$ cat src/rtl/prog_timer_pkg.sv
// Shared types and encodings for the programmable tick timer.
// Latency: n/a (types and constants only).
// Backpressure: n/a.
package prog_timer_pkg;

  typedef enum logic [1:0] {
    IDLE  = 2'd0,
    RUN   = 2'd1,
    PAUSE = 2'd2,
    DONE  = 2'd3
  } timer_state_e;

  localparam logic DIR_UP        = 1'b0;
  localparam logic DIR_DOWN      = 1'b1;

  localparam logic MODE_PERIODIC = 1'b0;
  localparam logic MODE_ONESHOT  = 1'b1;

endpackage

$ cat src/rtl/prog_timer.sv
// Programmable tick timer: loadable period, up/down, periodic or one-shot, pause or clear on disable.
// Latency: all outputs registered; a load or a start from IDLE takes effect on the next clk_i edge.
// Backpressure: none; tick_o is a one-cycle strobe that downstream must take when it fires.
module prog_timer
  import prog_timer_pkg::*;
#(
  parameter int unsigned      WIDTH          = 32,
  parameter logic [WIDTH-1:0] DEFAULT_PERIOD = WIDTH'(25000000)
) (
  input  logic             clk_i,
  input  logic             reset_ni,
  input  logic             enable_i,
  input  logic             load_i,
  input  logic [WIDTH-1:0] period_i,
  input  logic             dir_i,
  input  logic             mode_i,
  input  logic             hold_i,
  output logic [WIDTH-1:0] count_o,
  output logic             tick_o,
  output logic             done_o,
  output logic             busy_o
);

  timer_state_e     state_q, state_d;
  logic [WIDTH-1:0] count_q, count_d;
  logic [WIDTH-1:0] period_q, period_d;
  logic             dir_q, dir_d;
  logic             mode_q, mode_d;
  logic             tick_q, tick_d;
  logic             done_q, done_d;

  logic             step_dir;
  logic             step_mode;
  logic [WIDTH-1:0] step_from;
  logic [WIDTH-1:0] step_count;
  logic             step_term;

  // Counting begins here: 0 going up, the period going down.
  function automatic logic [WIDTH-1:0] start_val(input logic dir, input logic [WIDTH-1:0] per);
    return (dir == DIR_DOWN) ? per : '0;
  endfunction

  // Counting ends here: the period going up, 0 going down.
  function automatic logic [WIDTH-1:0] term_val(input logic dir, input logic [WIDTH-1:0] per);
    return (dir == DIR_DOWN) ? '0 : per;
  endfunction

  // One counting step; a fresh start from IDLE steps from the start value under the incoming dir/mode.
  always_comb begin
    step_dir   = dir_q;
    step_mode  = mode_q;
    step_from  = count_q;
    step_count = count_q;
    if (state_q == IDLE) begin
      step_dir  = dir_i;
      step_mode = mode_i;
      step_from = start_val(dir_i, period_q);
    end
    step_term = (step_from == term_val(step_dir, period_q));
    if (step_term) begin
      step_count = (step_mode == MODE_ONESHOT) ? step_from : start_val(step_dir, period_q);
    end else if (step_dir == DIR_DOWN) begin
      step_count = step_from - 1'b1;
    end else begin
      step_count = step_from + 1'b1;
    end
  end

  // Next-state and datapath selection; load_i overrides everything else.
  always_comb begin
    state_d  = state_q;
    count_d  = count_q;
    period_d = period_q;
    dir_d    = dir_q;
    mode_d   = mode_q;
    tick_d   = 1'b0;
    done_d   = done_q;
    if (load_i) begin
      period_d = period_i;
      dir_d    = dir_i;
      mode_d   = mode_i;
      count_d  = start_val(dir_i, period_i);
      done_d   = 1'b0;
      state_d  = enable_i ? RUN : IDLE;
    end else begin
      unique case (state_q)
        IDLE, RUN, PAUSE: begin
          if (enable_i) begin
            if (state_q == IDLE) begin
              dir_d  = dir_i;
              mode_d = mode_i;
            end
            count_d = step_count;
            tick_d  = step_term;
            if (step_term && (step_mode == MODE_ONESHOT)) begin
              state_d = DONE;
              done_d  = 1'b1;
            end else begin
              state_d = RUN;
            end
          end else if ((state_q == RUN) && hold_i) begin
            state_d = PAUSE;
          end else if ((state_q != IDLE) && !hold_i) begin
            state_d = IDLE;
            count_d = start_val(dir_q, period_q);
          end
        end
        DONE: begin
          if (!enable_i && !hold_i) begin
            state_d = IDLE;
            done_d  = 1'b0;
            count_d = start_val(dir_q, period_q);
          end
        end
        default: state_d = IDLE;
      endcase
    end
  end

  // State, count, settings and output flags; reset clears outputs without waiting for a clock.
  always_ff @(posedge clk_i or negedge reset_ni) begin
    if (!reset_ni) begin
      state_q  <= IDLE;
      count_q  <= '0;
      period_q <= DEFAULT_PERIOD;
      dir_q    <= DIR_UP;
      mode_q   <= MODE_PERIODIC;
      tick_q   <= 1'b0;
      done_q   <= 1'b0;
    end else begin
      state_q  <= state_d;
      count_q  <= count_d;
      period_q <= period_d;
      dir_q    <= dir_d;
      mode_q   <= mode_d;
      tick_q   <= tick_d;
      done_q   <= done_d;
    end
  end

  assign count_o = count_q;
  assign tick_o  = tick_q;
  assign done_o  = done_q;
  assign busy_o  = (state_q == RUN);

endmodule

$ cat config.mk
export PLATFORM = sky130hd
export DESIGN_NAME = prog_timer
export DESIGN_NICKNAME = d
export VERILOG_FILES = /design/src/rtl/prog_timer_pkg.sv /design/src/rtl/prog_timer.sv
export SDC_FILE = /design/constraint.sdc
export NUM_CORES = 1
export LEC_CHECK = 0
export CAP_MARGIN = 20
export CELL_PAD_IN_SITES_DETAIL_PLACEMENT = 1
export CELL_PAD_IN_SITES_GLOBAL_PLACEMENT = 1
export CORE_MARGIN = 2
export CORE_UTILIZATION = 49
export DETAILED_ROUTE_END_ITERATION = 12
export DONT_BUFFER_PORTS = 1
export HOLD_SLACK_MARGIN = 0.03
export PLACE_DENSITY = 0.91
export SLEW_MARGIN = 20
export SYNTH_ARGS = -nofsm -noshare
export SYNTH_HDL_FRONTEND = slang
export SYNTH_SLANG_ARGS = --single-unit
$ cat constraint.sdc
create_clock -name clk_i -period 7.6 [get_ports clk_i]
set_input_delay 1.52 -clock clk_i [delete_from_list [all_inputs] [get_ports clk_i]]
set_output_delay 1.52 -clock clk_i [all_outputs]
set_load 0.01 [all_outputs]
==> results of run 1 <==
worst max-delay path: cells and delay by family:
family | cells | cell delay, ns
AO/OA/AOI/OAI | 8 | 2.10
XOR/XNOR | 1 | 0.18
adder cells (fa/ha/maj) | 1 | 0.24
AND/OR/NAND/NOR | 3 | 0.62
buffers and inverters | 2 | 0.46
power by group through the flow:
stage                     sequential [W]  clock, W  combinational [W]
after global routing            0.000571  0.000459           0.000784
after detailed placement        0.000565         0           0.000693
final                           0.000568  0.000449           0.000727
after CTS                       0.000559  0.000446           0.000705
after floorplan                 0.000496         0           0.000552
after global placement          0.000561         0           0.000671
cell families (layout without fill, tap and decap cells):
family | after synthesis | in the layout | synth area share (%)
AO/OA/AOI/OAI | 402 | 402 | 36.9
AND/OR/NAND/NOR | 297 | 297 | 20.4
buffers and inverters | 120 | 69 | 6.89
flip-flops | 70 | 70 | 23.5
XOR/XNOR | 40 | 40 | 4.66
multiplexers | 34 | 34 | 4.94
adder cells (fa/ha/maj) | 16 | 16 | 2.63
cells in the final DEF (no fill, tap or decap), types with 10 or more instances in the layout:
cell type	Yosys	final
sky130_fd_sc_hd__a21oi_1	61	61
sky130_fd_sc_hd__nand3_1	25	25
sky130_fd_sc_hd__xnor2_1	26	26
sky130_fd_sc_hd__nor2_1	67	65
sky130_fd_sc_hd__o211ai_1	19	19
sky130_fd_sc_hd__nand4_1	10	10
sky130_fd_sc_hd__o21ai_1	10	10
sky130_fd_sc_hd__a31oi_1	17	17
sky130_fd_sc_hd__nor3_1	17	16
sky130_fd_sc_hd__o31ai_1	19	19
sky130_fd_sc_hd__or3_1	12	12
sky130_fd_sc_hd__dfrtp_1	58	57
sky130_fd_sc_hd__a221oi_1	23	23
sky130_fd_sc_hd__mux2_2	25	25
sky130_fd_sc_hd__a21o_1	14	14
sky130_fd_sc_hd__dfstp_2	12	12
sky130_fd_sc_hd__a22oi_1	24	24
sky130_fd_sc_hd__buf_4	5	16
sky130_fd_sc_hd__o22ai_1	19	19
sky130_fd_sc_hd__a221o_1	17	17
sky130_fd_sc_hd__o21a_1	11	11
sky130_fd_sc_hd__o21ai_0	91	91
sky130_fd_sc_hd__nand2_1	92	92
sky130_fd_sc_hd__nand2b_1	10	10
sky130_fd_sc_hd__nor2b_1	11	11
sky130_fd_sc_hd__ha_1	15	15
sky130_fd_sc_hd__a22o_1	13	13
sky130_fd_sc_hd__inv_1	37	37
sky130_fd_sc_hd__xor2_1	14	14
worst max path at each step:
| stage | slack [ns] | from | cells past startpoint | endpoint |
|---|---|---|---|---|
| 2_1_floorplan | 2.48 | dir_i | 16 | count_o[26] |
| 3_3_place_gp | 2.68 | dir_i | 14 | count_o[26] |
| 3_5_place_dp | 2.42 | dir_i | 15 | count_o[30] |
| 4_1_cts | 2.75 | dir_i | 15 | count_o[30] |
| 5_1_grt | 2.41 | dir_i | 15 | count_o[30] |
| 6_report | 2.65 | dir_i | 15 | count_o[30] |
routing by layer:
layer / share of wire [%] / up-vias
met5: 0 / -
met4: 6.2 / 0
met3: 12 / 164
met2: 44 / 638
met1: 38 / 4158
li1: - / 3639
flip-flops by register name, summed over array words and instances, names as in the netlist:
signal / count
count_o: 32
period_q: 32
dir_q: 1
done_o: 1
mode_q: 1
state_q: 2
tick_o: 1
stage by stage:
| step | setup slack (ns) | cells | util, % | cell area, um^2 |
|---|---|---|---|---|
| detailed placement | 2.42 | 1100 | 49.8 | 7510 |
| CTS | 2.75 | 1116 | 51.7 | 7810 |
| finish | 2.65 | 1116 | 51.7 | 7810 |
| global route | 2.41 | 1116 | 51.7 | 7810 |
| floorplan | 2.48 | 979 | - | 7520 |
| global placement | 2.68 | 1100 | 49.8 | 7510 |
cell type report:
cell class / count / area share [%]
Multi-Input combinational cell: 789 / 67.2
Tap cell: 188 / 3.01
Inverter: 37 / 1.78
Timing Repair Buffer: 16 / 1.54
Clock buffer: 15 / 3.43
Clock inverter: 1 / 0.385
Sequential cell: 70 / 22.6
==> summary.md, run 1 <==
The flow ran to the end, and the final reports show no timing, DRC or antenna violations. The leakage power summed over all cells came out at 3.03 nW. The floorplan step defined a die boundary enclosing 0.0163 mm^2. Global routing used 39.5% of the available tracks. Cell with the largest stage delay on the worst path: sky130_fd_sc_hd__o311ai_1. For the final database, setup skew stands at 0.0118 ns. In this run, flip-flops and latches consume 32.6% of the power. The data required time of the critical path came out at 7.81 ns.

For this configuration, the core starts out at a cell density of 49.8%. Counting the buffers created by CTS gives 9. Summed over all nets, the half-perimeter wirelength after detailed placement is 22.5 mm. The startpoint identified for the worst hold timing path is mode_q. The maximum operating frequency is 0.202 GHz. Global routing used 10.2% of the available met3 tracks. In this run the tightest slew margin relative to its limit is 20.2%. The most heavily used metal layer in global routing was met2. Clock root buffer master: sky130_fd_sc_hd__clkbuf_16. The pin count of the biggest net entering global routing was 71; the number of I/O port buffers was 0. The startpoint of the worst-slack reg-to-reg timing path is state_q[1]. The total power is 0.00174 W. By area the synthesized netlist is led by sky130_fd_sc_hd__dfrtp_1 (19%), sky130_fd_sc_hd__o21ai_0 (6.1%), sky130_fd_sc_hd__nand2_1 (4.6%), sky130_fd_sc_hd__dfstp_2 (4.2%), sky130_fd_sc_hd__a21oi_1 (4.1%). The largest stage delay on the critical path was 0.71 ns; the register bit count reported by yosys was 70. Dividing the detail-routed via count by the number of cells gives 7.71. Y dimension of the die: 128 um. The cell depth of the worst min-delay path came out at 1. The time the worst path needs with I/O delays and setup came out at 4.95 ns. The run gives 0 as the count of final setup violators. Async set or reset register ratio after synthesis: 100%. sky130_fd_sc_hd__dfrtp_1 takes more of the synthesized area than any other cell. Traced cell by cell, the critical path runs through nor3b_4 -> a21oi_1 -> inv_1 -> buf_4 -> nand2_1 -> o31ai_1 -> ha_1 -> nand3b_1 -> o31ai_1 -> o311ai_1 -> a21oi_1 -> o31ai_1 -> a31oi_1 -> xnor2_1 -> o221ai_1.

After filler insertion, the fill cell instance count of the layout stands at 1860. The post-synthesis cell area is 0.00752 mm^2. The most instantiated library cell after synthesis is sky130_fd_sc_hd__nand2_1. For the count of routing violations after the opening detailed-route iteration, the log shows 1227.

By startpoint and endpoint, the worst setup path is classified as in2reg. The clock network accounts for 25.7% of the total power. Area used by multi-input combinational logic: 0.00525 mm^2. Counting cells, the worst reg-to-reg path comes to 16.

The count of mapped cells out of synthesis is 979. The max-slew violation count is 0, and the layout overhead on the synthesized area is 3.88%. The remaining antenna violation count after routing came out at 0. The H-tree was split into 3 levels.

Detailed-route via count: 8599. For the yosys synthesis warning count, the log shows 0. By count the netlist is led by sky130_fd_sc_hd__nand2_1 (92), sky130_fd_sc_hd__o21ai_0 (91), sky130_fd_sc_hd__nor2_1 (67).

TritonCTS built the clock tree. Cells with a size suffix above 1 make up 9.91% of the layout. Summed over all layers, the global routing overflow is 0. The logs give 0 for the final hold violation count and 1033 for the net count after synthesis. Share of the clock period used by the worst path: 65.1%. The longest clock path from root to sink contains 2 buffers. Setup total negative slack on the finished layout was measured at 0 ns. In this run the core area contains 45 standard-cell rows. After synthesis, the mean cell area works out to 7.68 um^2. 74 I/O pins were placed.

Setup repair after global routing left no endpoint under its margin. The number of detailed-route iterations in the first pass was 8. The peak supply drop is 120 uV, and the top cell type's share of synthesized area is 19.3%. The run gives 0.0151 mm^2 as the core box area.

The logs give 0.000772 W for the switching power and 0.36 ns for the insertion delay of the later-clocked pin in the worst-skew pair. The switching share of total power was 44.3%. Global placement routability congestion: 0.978. Endpoint with the worst hold slack: mode_q. The internal power of the cells totals 0.000971 W. The final layout contains routed wiring with a total length of 31.8 mm. The clock net in this run drives a total of 70 sinks. After detailed routing, the number of remaining DRC violations is 0. The dominant register cell in the synthesized netlist is sky130_fd_sc_hd__dfrtp_1. Dividing the detail-routed wire length by the instance count gives 28.5 um.

After clock tree synthesis, the repair step resized 0 gates. The tools report the first-pass GRT wire length as 50.3 mm. The worst setup path is launched from an input pin. From left edge to right edge, the die measures 128 um. Yosys mapped a number of flops with a built-in enable equal to 0. Global routing used 50.8% of the available met1 tracks. STA puts the critical path data arrival time at 5.16 ns.

For the number of antenna repair diodes, the log shows 0. The initial antenna violation count was 0; the distinct cell type count after synthesis was 86. The class of the worst hold path was reg2reg.

The run gives 8755 as the via count of the first global-routing pass. The post-synthesis sequential area ratio came out at 23.5%. The final hold slack was 0.542 ns. The run gives 977 as the number of nets in the layout. Measured slew at the worst slew-check pin: 1.19 ns. Of all nets on the critical path, the largest fanout is 52. The run gives 0.00177 mm^2 as the footprint of the flip-flops and latches. The post-CTS clock slew at the launch and capture registers of the worst setup and hold paths is 0.06 ns. The quantity of hold-fixing buffers added after cts was 0. The count of maximum capacitance violations came out at 0. The slack of the worst reg-to-reg path came out at 2.77 ns. Counting stages on the worst path, the most repeated cell is sky130_fd_sc_hd__o31ai_1. The tools report the nature of the critical path endpoint as a flip-flop. The number of setup buffers added after CTS was 0; the total power per unit cell area was 223 mW/mm^2. The endpoint identified for the worst register-to-register timing path is count_o[30]. The relative contribution of combinational cells to total power is 41.7%, and the global routing usage on met2 is 59.9%.
(Power assumes the default switching activity.)
==> run 2, diff against run 1 <==
Settings changed: CORE_UTILIZATION 49 to 44, PLACE_DENSITY 0.91 to 0.87.
Clock period 7.6 ns to 4.35 ns, I/O delays scaled along.
==> run 2 against run 1 <==
Total power rose by 81%. Sequential share of layout area is 0.77 points lower. Clock-buffer cell count down 3. Clock power up 86%. Non-clock buffer count grew 25. Sequential power rose by 78%. Final area is 3.5% higher. Core utilization fell by 3.2 points. Via count increased by 0.63%. Combinational power grew 80%. Global-route usage down 3.0 points. Sequential cell count unchanged. Critical path type is now reg2reg. Critical endpoint is now count_o[28]. Highest routed layer unchanged.
==> summary.md, run 2 (same netlist as run 1, synthesis figures left out) <==
Startpoint of the worst-slack reg-to-reg timing path: state_q[1] (unchanged). The total I/O pin count is 74 (unchanged). The max-slew violation count was 0 (unchanged). Setup repair after global routing left no endpoint under its margin. The logs give 2 (unchanged) for the maximum clock path buffer count and 4.45 ns (was 5.16 ns) for the signal arrival time at the worst endpoint. TritonCTS built the clock tree. The path depth of the worst reg2reg path was 14 (was 16); the count of maximum capacitance violations was 0 (unchanged). Effective utilization at floorplan: 45.2% (was 49.8%).

The time the worst path needs with I/O delays and setup came out at 4.19 ns. The run gives 71 (unchanged) as the pin count of the biggest net entering global routing. The run gives 0.239 GHz as the maximum operating frequency. The count of routing violations after the opening detailed-route iteration was 1111 (was 1227); the number of buffers created by CTS was 9 (unchanged). Number of H-tree branching levels: 3 (unchanged). The setup slack after placement was 0.193 ns (was 2.42 ns); the first-pass GRT wire length was 51.1 mm (was 50.3 mm).

The tools report the remaining global-route overflow as 0 (unchanged). The leakage power summed over all cells is 3.17 nW (was 3.03 nW). The ratio of cells with drive above 1 in the final layout was 12.6% (was 9.91%); the quantity of hold-fixing buffers added after cts was 0 (unchanged). The via count of the first global-routing pass is 8487 (was 8755), and the number of setup buffers added after CTS is 0 (unchanged). Number of fillers in the final layout: 2073 (was 1860). The peak fanout along the critical path is 25 (was 52), and the smallest setup slack after layout is 0.161 ns (was 2.65 ns). The final hold slack was 0.202 ns (was 0.542 ns); the share of the clock period used by the worst path was 96.3%. The count of final setup violators is 0 (unchanged), and the area used by multi-input combinational logic is 0.00525 mm^2 (about the same). The endpoint of the lowest-slack register-to-register path is count_o[28] (was count_o[30]).

The nature of the critical path endpoint was a flip-flop (unchanged). Estimated wirelength of the detail-placed design: 24.3 mm (was 22.5 mm). The number of detailed-route iterations in the first pass was 5 (was 8); the final hold violation count was 0 (unchanged). The total power per unit cell area is 390 mW/mm^2 (was 223 mW/mm^2), and the insertion delay of the later-clocked pin in the worst-skew pair is 0.36 ns (about the same). Number of I/O port buffers: 0 (unchanged). The combined global-route utilization of all metal layers was 36.5% (was 39.5%); the post-cts repair resize count was 0 (unchanged).

Commonest cells after routing, fill and taps aside: sky130_fd_sc_hd__nand2_1 (92), sky130_fd_sc_hd__o21ai_0 (91), sky130_fd_sc_hd__nor2_1 (65), sky130_fd_sc_hd__a21oi_1 (61), sky130_fd_sc_hd__dfrtp_1 (57) (unchanged). Setup TNS: 0 ns (unchanged). The remaining antenna violation count after routing was 0 (unchanged); the final setup skew was 0.0107 ns (was 0.0118 ns). The flow ran to the end, and the final reports show no timing, DRC or antenna violations.

The tools report the core box area as 0.0166 mm^2 (was 0.0151 mm^2). The logs give 0.16 ns (was 2.77 ns) for the slack of the worst reg-to-reg path and 70 (unchanged) for the total number of clock tree sinks. The clock root buffer master is sky130_fd_sc_hd__clkbuf_16 (unchanged).

The number of nets in the layout is 1002 (was 977). The total length of routed wires came out at 33.3 mm (was 31.8 mm). The tools report the initial antenna violation count as 0 (unchanged). The measured slew at the worst slew-check pin works out to 0.972 ns (was 1.19 ns). The post-detailed-route DRC marker count was 0 (unchanged); the peak supply drop was 218 uV (was 120 uV). The post-CTS clock slew at the launch and capture registers of the worst setup and hold paths was 0.06 ns (about the same).

The class of the worst hold path is in2async (was reg2reg). The class of the most critical setup path is reg2reg (was in2reg). The tightest slew margin relative to the limit was 35.1% (was 20.2%). The run gives 4.62 ns (was 7.81 ns) as the data required time of the critical path.

The footprint of the flip-flops and latches came out at 0.00177 mm^2 (unchanged). The layout overhead on the synthesized area works out to 7.56% (was 3.88%). The chip width works out to 135 um (was 128 um). The run gives 0 (unchanged) as the number of antenna repair diodes.

The average wire per standard cell works out to 28.4 um (was 28.5 um). The final core area utilization is 48.6% (was 51.7%), and the cell row count is 47 (was 45). The total power was 0.00315 W (was 0.00174 W). The number of vias per cell was 7.38 (was 7.71); the y dimension of the die was 135 um (was 128 um).

The most frequent standard cell in the layout excluding fill and tap cells is sky130_fd_sc_hd__nand2_1 (unchanged). The global placement routability congestion came out at 1.01 (was 0.978). Category of the worst setup path launch point: a flip-flop (was an input pin). The detailed-route via count was 8653 (was 8599).

Die outline area: 0.0181 mm^2 (was 0.0163 mm^2).
==> run 2: cell type report <==
cell class | instances | share of cell area, %
Inverter | 37 | 1.72
Tap cell | 220 | 3.40
Timing Repair Buffer | 41 | 4.12
Clock inverter | 4 | 0.867
Sequential cell | 70 | 21.9
Multi-Input combinational cell | 789 | 65.0
Clock buffer | 12 | 3.05
==> run 2: critical path, cell delays in order, from the launching register on <==
cell	delay (ns)
sky130_fd_sc_hd__dfrtp_1	0.50
sky130_fd_sc_hd__or2_2	0.42
sky130_fd_sc_hd__buf_4	0.25
sky130_fd_sc_hd__buf_4	0.23
sky130_fd_sc_hd__o31ai_1	0.51
sky130_fd_sc_hd__ha_1	0.35
sky130_fd_sc_hd__a21oi_1	0.21
sky130_fd_sc_hd__o21bai_1	0.13
sky130_fd_sc_hd__a21oi_1	0.15
sky130_fd_sc_hd__a21oi_1	0.16
sky130_fd_sc_hd__or3_1	0.34
sky130_fd_sc_hd__o211a_1	0.15
sky130_fd_sc_hd__nand3b_1	0.15
sky130_fd_sc_hd__mux2_2	0.36
sky130_fd_sc_hd__nor3_1	0.17
==> run 2: worst max-delay path by stage <==
| stage | from | end |
|---|---|---|
| 3_3_place_gp | dir_i | count_o[25] |
| 3_5_place_dp | dir_i | count_o[25] |
| 5_1_grt | state_q[1] | count_o[28] |
| 2_1_floorplan | dir_i | count_o[26] |
| 6_report | state_q[1] | count_o[28] |
| 4_1_cts | state_q[1] | count_o[25] |
==> run 2: power by group <==
group,internal (W),switching [W]
clock network,0.000517,0.000316
logic,0.000509,0.000800
registers,0.000743,0.000265
total,0.00177,0.00138
==> run 2: metal layers <==
metal | up-vias | GRT usage [%] | routed length [um]
li1 | 3694 | - | -
met1 | 4246 | 48.8 | 13100
met2 | 591 | 56.1 | 14800
met3 | 122 | 8.86 | 3890
met4 | 0 | 16.0 | 1560
met5 | - | 0 | 0
==> run 2: metrics by stage <==
step	instances	area [um^2]
2_1_floorplan	979	7520
3_3_place_gp	1157	7760
3_5_place_dp	1157	7760
4_1_cts	1173	8080
5_1_grt	1173	8090
6_report	1173	8090
==> run 3, diff against run 2 <==
Settings changed: CTS_CLUSTER_SIZE set to 20.
==> results of run 3 <==
Final layout, timing and power as in run 2 (identical DEF).
